`config.mk`:
```
export PLATFORM = sky130hd
export DESIGN_NAME = cacheline_arbiter
export DESIGN_NICKNAME = d
export VERILOG_FILES = /design/src/rtl/cacheline_arbiter.sv
export SDC_FILE = /design/constraint.sdc
export NUM_CORES = 1
export LEC_CHECK = 0
export ABC_AREA = 0
export CORE_AREA = 3 3 545 547
export DETAILED_ROUTE_END_ITERATION = 8
export DIE_AREA = 0 0 548 550
export PLACE_DENSITY = 0.32
export SYNTH_ARGS = -nofsm -noshare
export SYNTH_HDL_FRONTEND = slang
export SYNTH_SLANG_ARGS = --single-unit
```
`constraint.sdc`:
```
create_clock -name clk -period 1.8 [get_ports clk]
set_input_delay 0.36 -clock clk [delete_from_list [all_inputs] [get_ports clk]]
set_output_delay 0.36 -clock clk [all_outputs]
set_load 0.005 [all_outputs]
```
`src/rtl/cacheline_arbiter.sv`:
```
// Shares one cacheline-wide memory port between the I-cache and the D-side path.
// One transaction at a time; the winning request is latched and ties alternate round-robin.
module cacheline_arbiter #(
    parameter int cacheline_size = 256
) (
    input  logic                      clk,
    input  logic                      rst,
    input  logic                      icache_read,
    input  logic [31:0]               icache_address,
    output logic [cacheline_size-1:0] icache_rdata,
    output logic                      icache_resp,
    input  logic                      dcache_read,
    input  logic                      dcache_write,
    input  logic [31:0]               dcache_address,
    input  logic [cacheline_size-1:0] dcache_wdata,
    output logic [cacheline_size-1:0] dcache_rdata,
    output logic                      dcache_resp,
    output logic                      mem_read,
    output logic                      mem_write,
    output logic [31:0]               mem_address,
    output logic [cacheline_size-1:0] mem_wdata,
    input  logic [cacheline_size-1:0] mem_rdata,
    input  logic                      mem_resp
);

    typedef enum logic [1:0] {
        IDLE    = 2'd0,
        SERVE_I = 2'd1,
        SERVE_D = 2'd2
    } state_t;

    localparam logic OP_READ  = 1'b0;
    localparam logic OP_WRITE = 1'b1;
    localparam logic GRANT_I  = 1'b0;
    localparam logic GRANT_D  = 1'b1;

    state_t                    state;
    logic [31:0]               addr_q;
    logic [cacheline_size-1:0] wdata_q;
    logic                      op_q;
    logic                      last_grant;

    logic i_pend;
    logic d_pend;
    logic grant_d;
    logic grant_i;
    logic busy;

    assign i_pend = icache_read;
    assign d_pend = dcache_read | dcache_write;

    // D wins when it is alone or when I was the most recent winner.
    assign grant_d = d_pend && (!i_pend || (last_grant == GRANT_I));
    assign grant_i = i_pend && !grant_d;

    always_ff @(posedge clk) begin
        if (rst) begin
            state      <= IDLE;
            addr_q     <= '0;
            wdata_q    <= '0;
            op_q       <= OP_READ;
            last_grant <= GRANT_I;
        end else begin
            case (state)
                IDLE: begin
                    if (grant_d) begin
                        addr_q     <= dcache_address;
                        wdata_q    <= dcache_wdata;
                        op_q       <= dcache_write ? OP_WRITE : OP_READ;
                        last_grant <= GRANT_D;
                        state      <= SERVE_D;
                    end else if (grant_i) begin
                        addr_q     <= icache_address;
                        op_q       <= OP_READ;
                        last_grant <= GRANT_I;
                        state      <= SERVE_I;
                    end
                end
                SERVE_I, SERVE_D: begin
                    if (mem_resp) begin
                        state <= IDLE;
                    end
                end
                default: state <= IDLE;
            endcase
        end
    end

    // Memory side is a pure function of the latched transaction, so it cannot glitch with requester churn.
    assign busy        = (state != IDLE);
    assign mem_read    = busy && (op_q == OP_READ);
    assign mem_write   = busy && (op_q == OP_WRITE);
    assign mem_address = busy ? addr_q : '0;
    assign mem_wdata   = (busy && (op_q == OP_WRITE)) ? wdata_q : '0;

    assign icache_resp  = (state == SERVE_I) && mem_resp;
    assign dcache_resp  = (state == SERVE_D) && mem_resp;
    assign icache_rdata = icache_resp ? mem_rdata : '0;
    assign dcache_rdata = dcache_resp ? mem_rdata : '0;

endmodule
```
==> reports/qor.csv, run 1 <==
metric,value,unit
end_kind,output port,
outcome,finished with violations,
post_drt_wl_per_cell,29.6,microns
synth.area.top_cells,"dfxtp_1, and3_1, and2_1",
finalCriticalPeriod,2840,ps
slew_headroom,47.7,%
synth_seq_cells,292,
vias,25900,
p_int,18.0,mW
dpl.cell_count,7692,
synth_edf_count,0,
fp.dieW,548,microns
p_clk_share,28.6,%
antenna_found_initial,143,
finClkSkew,21.2,ps
syn_avg_cell_area,7.23,sq um
drt_first_pass_iters,6,
crit_path_max_incr_delay,500,ps
min_period_over_period,158,%
fin_ws,-1040,ps
initial_core_util,5.72,%
synth_top_cell_by_area,dfxtp_1,
rows,199,
final_antenna_net_count,0,
place_ws,-847,ps
cts_tree,done,
crit_path_top_delay_cell,clkdlybuf4s50_1,
drv_cap,0,
hold_violations,0,
switching_share,37.0,%
drive_gt1_share,34.1,%
worst-path-stages,8,
routed_wl,236,mm
slew_viol_final,0,
peakVddDrop,0.000513,V
synth_most_common_cell,and3_1,
core-area,293000,sq um
clk_pin_slew,60,ps
final_util,14.9,%
startpoint_type,register,
synth_nets,2904,
dieArea,301000,sq um
hp-class,input port to register,
ff_latch_area,5850,sq um
root_buffer,clkbuf_16,
seq_area_frac_synth,34.9,%
netlist_instances,2319,
rsz0062_at_grt,true,
cp.arrival,2480,ps
power_frac_seq,28.5,%
clockBufferDepth,3,
path_class,register to output port,
grt_pass1_wl,283,mm
via_per_inst,3.24,
clock_latency,620,ps
required,1440,ps
synthTopCellsByCount,"and3_1, dfxtp_1, a21oi_1",
total_power,28.6,mW
netSwitchingPower,10.6,mW
p_leak,20.3,nW
comb_power_share,42.8,%
yosys.area.top_type_share,34.9,%
die_h,550,microns
critPathMaxFanout,10,
syn_to_final_growth,160,%
place.gp.congestion,0.911,
cts.sinks,292,
multi_input_area,10400,sq um
place_hpwl,198,mm
track_usage,14.3,%
worstPathCellList,"inv_4, ha_4, nor2b_4, buf_12, buf_16, buf_6, and2_1, clkdlybuf4s50_1",
r2r_cells,7,
yosysWarnings,0,
grt_max_degree,127,
worst_pin_slew,785,ps
whs,120,ps
drc,0,
p_per_area,655,nW/um^2
fmax,352,MHz
violations,negative setup slack,
cts_buffers,41,
h-tree-depth,2,
syn_area,16800,sq um
critPathBufInv,5,
first_iter_violations,1554,
critPathTopFamily,buffers and inverters,
overflow,0,
rrSetupSlack,-360,ps
fillCellCount,33600,
setup_viol,950,
hold_path_depth,2,
final_cell_count_no_fill,7993,
layout.nets,4593,
async_flop_share,0,%
grt_pass1_vias,25300,
port-buffer-count,1385,
synthFlopType,dfxtp_1,
io_pins,1386,
ys_types,25,
==> through the flow <==
step	TNS [ps]	cell area (sq um)
CTS	-805030	41400
global route	-735030	43600
floorplan	-8910	16800
global placement	-506850	39600
finish	-632140	43600
detailed placement	-495920	39600
==> final timing paths <==
path / startpoint / to
min: rst / wdata_q[48]
min reg2reg: wdata_q[1] / wdata_q[1]
max reg2reg: state[1] / wdata_q[221]
max: state[1] / mem_wdata[118]
==> metal layers <==
metal | vias up | routed length, microns | part of all wire (%) | global-route usage [%]
li1 | 11600 | - | - | -
met3 | 306 | 19100 | 8.1 | 4.49
met4 | 4 | 8920 | 3.8 | 4.53
met2 | 1351 | 119000 | 51 | 26.0
met5 | - | 24 | 0.010 | 0
met1 | 12600 | 88800 | 38 | 15.8
==> kinds of logic after synthesis <==
| kind of cell | count (synthesis) | share of synthesized area (%) |
|---|---|---|
| DFF | 292 | 34.9 |
| adders and majority gates | 3 | 0.224 |
| buffers and inverters | 307 | 7.30 |
| and+or+nand+nor | 1132 | 39.3 |
| AOI/OAI and AO/OA | 585 | 18.3 |
==> cell type report <==
cell class | instances | area share, %
clock inverters | 23 | 0.419
multi-input cells | 1720 | 23.8
inverters | 3 | 0.0488
repair buffers | 1950 | 48.3
clock buffers | 53 | 2.57
well taps | 3919 | 11.2
diodes | 33 | 0.189
flip-flops and latches | 292 | 13.4
==> state kept, by name, indices dropped and copies added (netlist names) <==
register / count
addr_q: 32
state: 2
op_q: 1
last_grant: 1
wdata_q: 256
==> repair_timing <==
item,CTS,global route
setup buffers,15,138
setup endpoints to repair,1071,1038
resized for setup,281,1246
hold endpoints to repair,0,0
pin swaps,5,39
hold buffers,0,0
cloned,6,42
==> placed cells by master, fill, tap and decap left out, types with 3 or more instances in the layout <==
cell | netlist | routed
buf_2 | 53 | 58
o21ai_0 | 258 | 258
buf_4 | 1 | 424
nor2_1 | 35 | 35
clkbuf_1 | 250 | 7
dfxtp_1 | 292 | 290
a21oi_1 | 289 | 289
buf_6 | 0 | 150
clkdlybuf4s15_2 | 0 | 14
dlymetal6s2s_1 | 0 | 103
and3_1 | 512 | 419
buf_16 | 0 | 9
clkbuf_2 | 0 | 167
clkinvlp_4 | 0 | 5
clkdlybuf4s50_1 | 0 | 668
buf_8 | 0 | 22
dlygate4sd2_1 | 0 | 46
clkbuf_16 | 0 | 74
nand3_1 | 258 | 258
nor2b_1 | 34 | 33
a211oi_1 | 31 | 31
and2_4 | 0 | 73
diode_2 | 0 | 33
and3_4 | 0 | 93
nand2_1 | 33 | 33
and2_1 | 258 | 184
inv_6 | 0 | 4
ha_4 | 0 | 3
clkbuf_8 | 0 | 5
buf_12 | 0 | 255
clkinv_2 | 0 | 12
==> power groups by stage <==
stage | Sequential [mW] | Clock, mW | Combinational, mW
floorplan | 7.67 | 0 | 3.52
global placement | 8.33 | 0 | 10.7
detailed placement | 8.32 | 0 | 10.7
CTS | 8.19 | 8.54 | 11.0
global route | 8.27 | 8.75 | 13.1
finish | 8.16 | 8.18 | 12.2
Power figures use the tool's default switching activity.
==> run 2, diff against run 1 <==
Settings changed: REMOVE_ABC_BUFFERS set to 1.
==> run 2 against run 1 <==
Worst setup slack better by 45 ps. Clock-buffer cell count increased by 9. Die area unchanged. Clock skew grew 17 ps. Combinational power rose by 7%. Core utilization increased by 0.93 points. Largest cell class unchanged. Final area increased by 6.2%. Register-to-register slack lost 250 ps. First-iteration DRC count rose by 16%. Critical path depth is 2 higher. Global-route usage up 2.8 points. The run still ends with negative setup slack left.
==> reports/qor.csv, run 2 (synthesis results as in run 1) <==
metric,value,unit,change
outcome,finished with violations,,
violations,negative setup slack,,
die_h,550,microns,unchanged
layout.nets,4590,,-0.065%
final_cell_count_no_fill,7979,,-0.18%
vias,26200,,+1.3%
fin_ws,-995,ps,+45.1 ps
final_cell_mix,"clkdlybuf4s50_1, buf_4, and3_1",,
post_drt_wl_per_cell,34.5,microns,+17%
fmax,358,MHz,+1.6%
rsz0062_at_grt,true,,
io_pins,1386,,unchanged
dpl.cell_count,7688,,-0.052%
final_antenna_net_count,0,,unchanged
place_hpwl,234,mm,+19%
required,1440,ps,about the same
layout_commonest_cell,clkdlybuf4s50_1,,
largest_reg_flops,256,,unchanged
core-area,293000,sq um,unchanged
cts_hold_buf,0,,unchanged
hold_violations,0,,unchanged
rows,199,,unchanged
cts.sinks,292,,unchanged
design_area,46300,sq um,+6.2%
grt_pass1_vias,25800,,+2.1%
slew_headroom,61.7,%,+14 points
h-tree-depth,2,,unchanged
min_period_over_period,155,%,-2.5 points
finClkSkew,38.7,ps,+17.5 ps
finalCriticalPeriod,2790,ps,-45.1 ps
initial_core_util,5.72,%,unchanged
place.gp.congestion,0.892,,-2.1%
grt_max_degree,70,,-45%
reg.largest.list,"wdata_q (256), addr_q (32), state (2)",,
critPathMaxFanout,8,,-2
startpoint_type,register,,
placed_cell_area,40800,sq um,+3.1%
cp.arrival,2430,ps,-50 ps
regMostFlops,wdata_q,,
whs,180,ps,+60.1 ps
drive_gt1_share,41.7,%,+7.6 points
path_class,register to output port,,
setup_viol,1096,,+15%
drc,0,,unchanged
track_usage,17.1,%,+2.8 points
syn_to_final_growth,177,%,
drv_cap,0,,unchanged
overflow,0,,unchanged
clock_latency,650,ps,+30 ps
p_per_area,657,nW/um^2,+0.24%
fp.dieW,548,microns,unchanged
cts_tree,done,,
grt_pass1_wl,330,mm,+17%
drt_first_pass_iters,5,,-1
peakVddDrop,0.000636,V,+24%
end_kind,output port,,
worst_pin_slew,575,ps,-210 ps
p_leak,20.2,nW,-0.55%
slew_viol_final,0,,unchanged
routed_wl,275,mm,+16%
via_per_inst,3.28,,+1.4%
antenna_found_initial,150,,+4.9%
first_iter_violations,1795,,+16%
port-buffer-count,1385,,unchanged
dieArea,301000,sq um,unchanged
clk_pin_slew,70,ps,about the same
cts_buffers,43,,+4.9%
clockBufferDepth,3,,unchanged
hp-class,input port to register,,
root_buffer,clkbuf_16,,
total_power,30.4,mW,+6.5%
run 2: cell types whose count changed in the layout (fill, tap and decap cells not counted), sizes merged, moves of 3 or more:
| cell | previous run | this run |
|---|---|---|
| diode | 33 | 26 |
| dlygate4sd2 | 46 | 34 |
| clkdlybuf4s15 | 15 | 49 |
| clkdlybuf4s50 | 668 | 588 |
| buf | 918 | 1126 |
| dlymetal6s2s | 103 | 49 |
| clkbuf | 253 | 158 |
| clkinv | 12 | 3 |
| bufbuf | 0 | 3 |
run 2: cell type report:
| type | instances | area (sq um) |
|---|---|---|
| antenna | 26 | 65.1 |
| timing repair buffer | 1945 | 23100 |
| inverter | 3 | 23.8 |
| clock buffer | 62 | 1260 |
| tap | 3919 | 4900 |
| sequential | 292 | 5850 |
| fill | 33300 | 247000 |
| clock inverter | 12 | 169 |
| multi-input combinational | 1720 | 11000 |
run 2: report_power, final:
part	switching (mW)	internal, mW	leakage (nW)
logic	6.68	6.46	17.1
registers	1.00	7.33	2.41
clock network	3.69	5.28	0.689
run 2: metal layers:
metal | vias to the layer above | routed length [microns] | global-route usage [%]
li1 | 11600 | - | -
met1 | 13000 | 128000 | 23.3
met2 | 1297 | 118000 | 26.1
met3 | 263 | 25700 | 6.82
met4 | 50 | 3650 | 1.82
met5 | - | 310 | 0
run 2: path summary, 6_finish.rpt:
| kind | startpoint | endpoint | slack (ps) | cells after the start |
|---|---|---|---|---|
| setup / recovery | state[0] | mem_wdata[23] | -990 | 10 |
| hold / removal | rst | wdata_q[62] | 180 | 2 |
| setup reg to reg | state[1] | wdata_q[6] | -610 | 11 |
| hold reg to reg | wdata_q[58] | wdata_q[58] | 470 | 2 |
run 2: what timing repair did:
| item | CTS | global route |
|---|---|---|
| buffers inserted | 47 | 126 |
| pin swaps | 17 | 45 |
| setup endpoints to repair | 1096 | 1096 |
| resized for setup | 692 | 1224 |
| gates cloned | 32 | 22 |
run 2: stage by stage:
stage                     worst slack, ps  utilization, %  setup TNS (ps)
final                                -995            15.8         -741580
after floorplan                    -13450               -        -7017440
after global routing                -1130            15.8         -854780
after global placement               -713            13.9         -443340
after detailed placement             -702            13.9         -425490
after CTS                           -1230            15.1         -931520
run 2: worst max-delay path: stages (launching register included):
cell and delay (ps):
dfxtp_4 370, inv_4 50, ha_4 170, nor2b_4 160, buf_12 150, buf_12 110
buf_16 140, buf_12 160, clkbuf_16 180, and2_4 160, buf_12 110
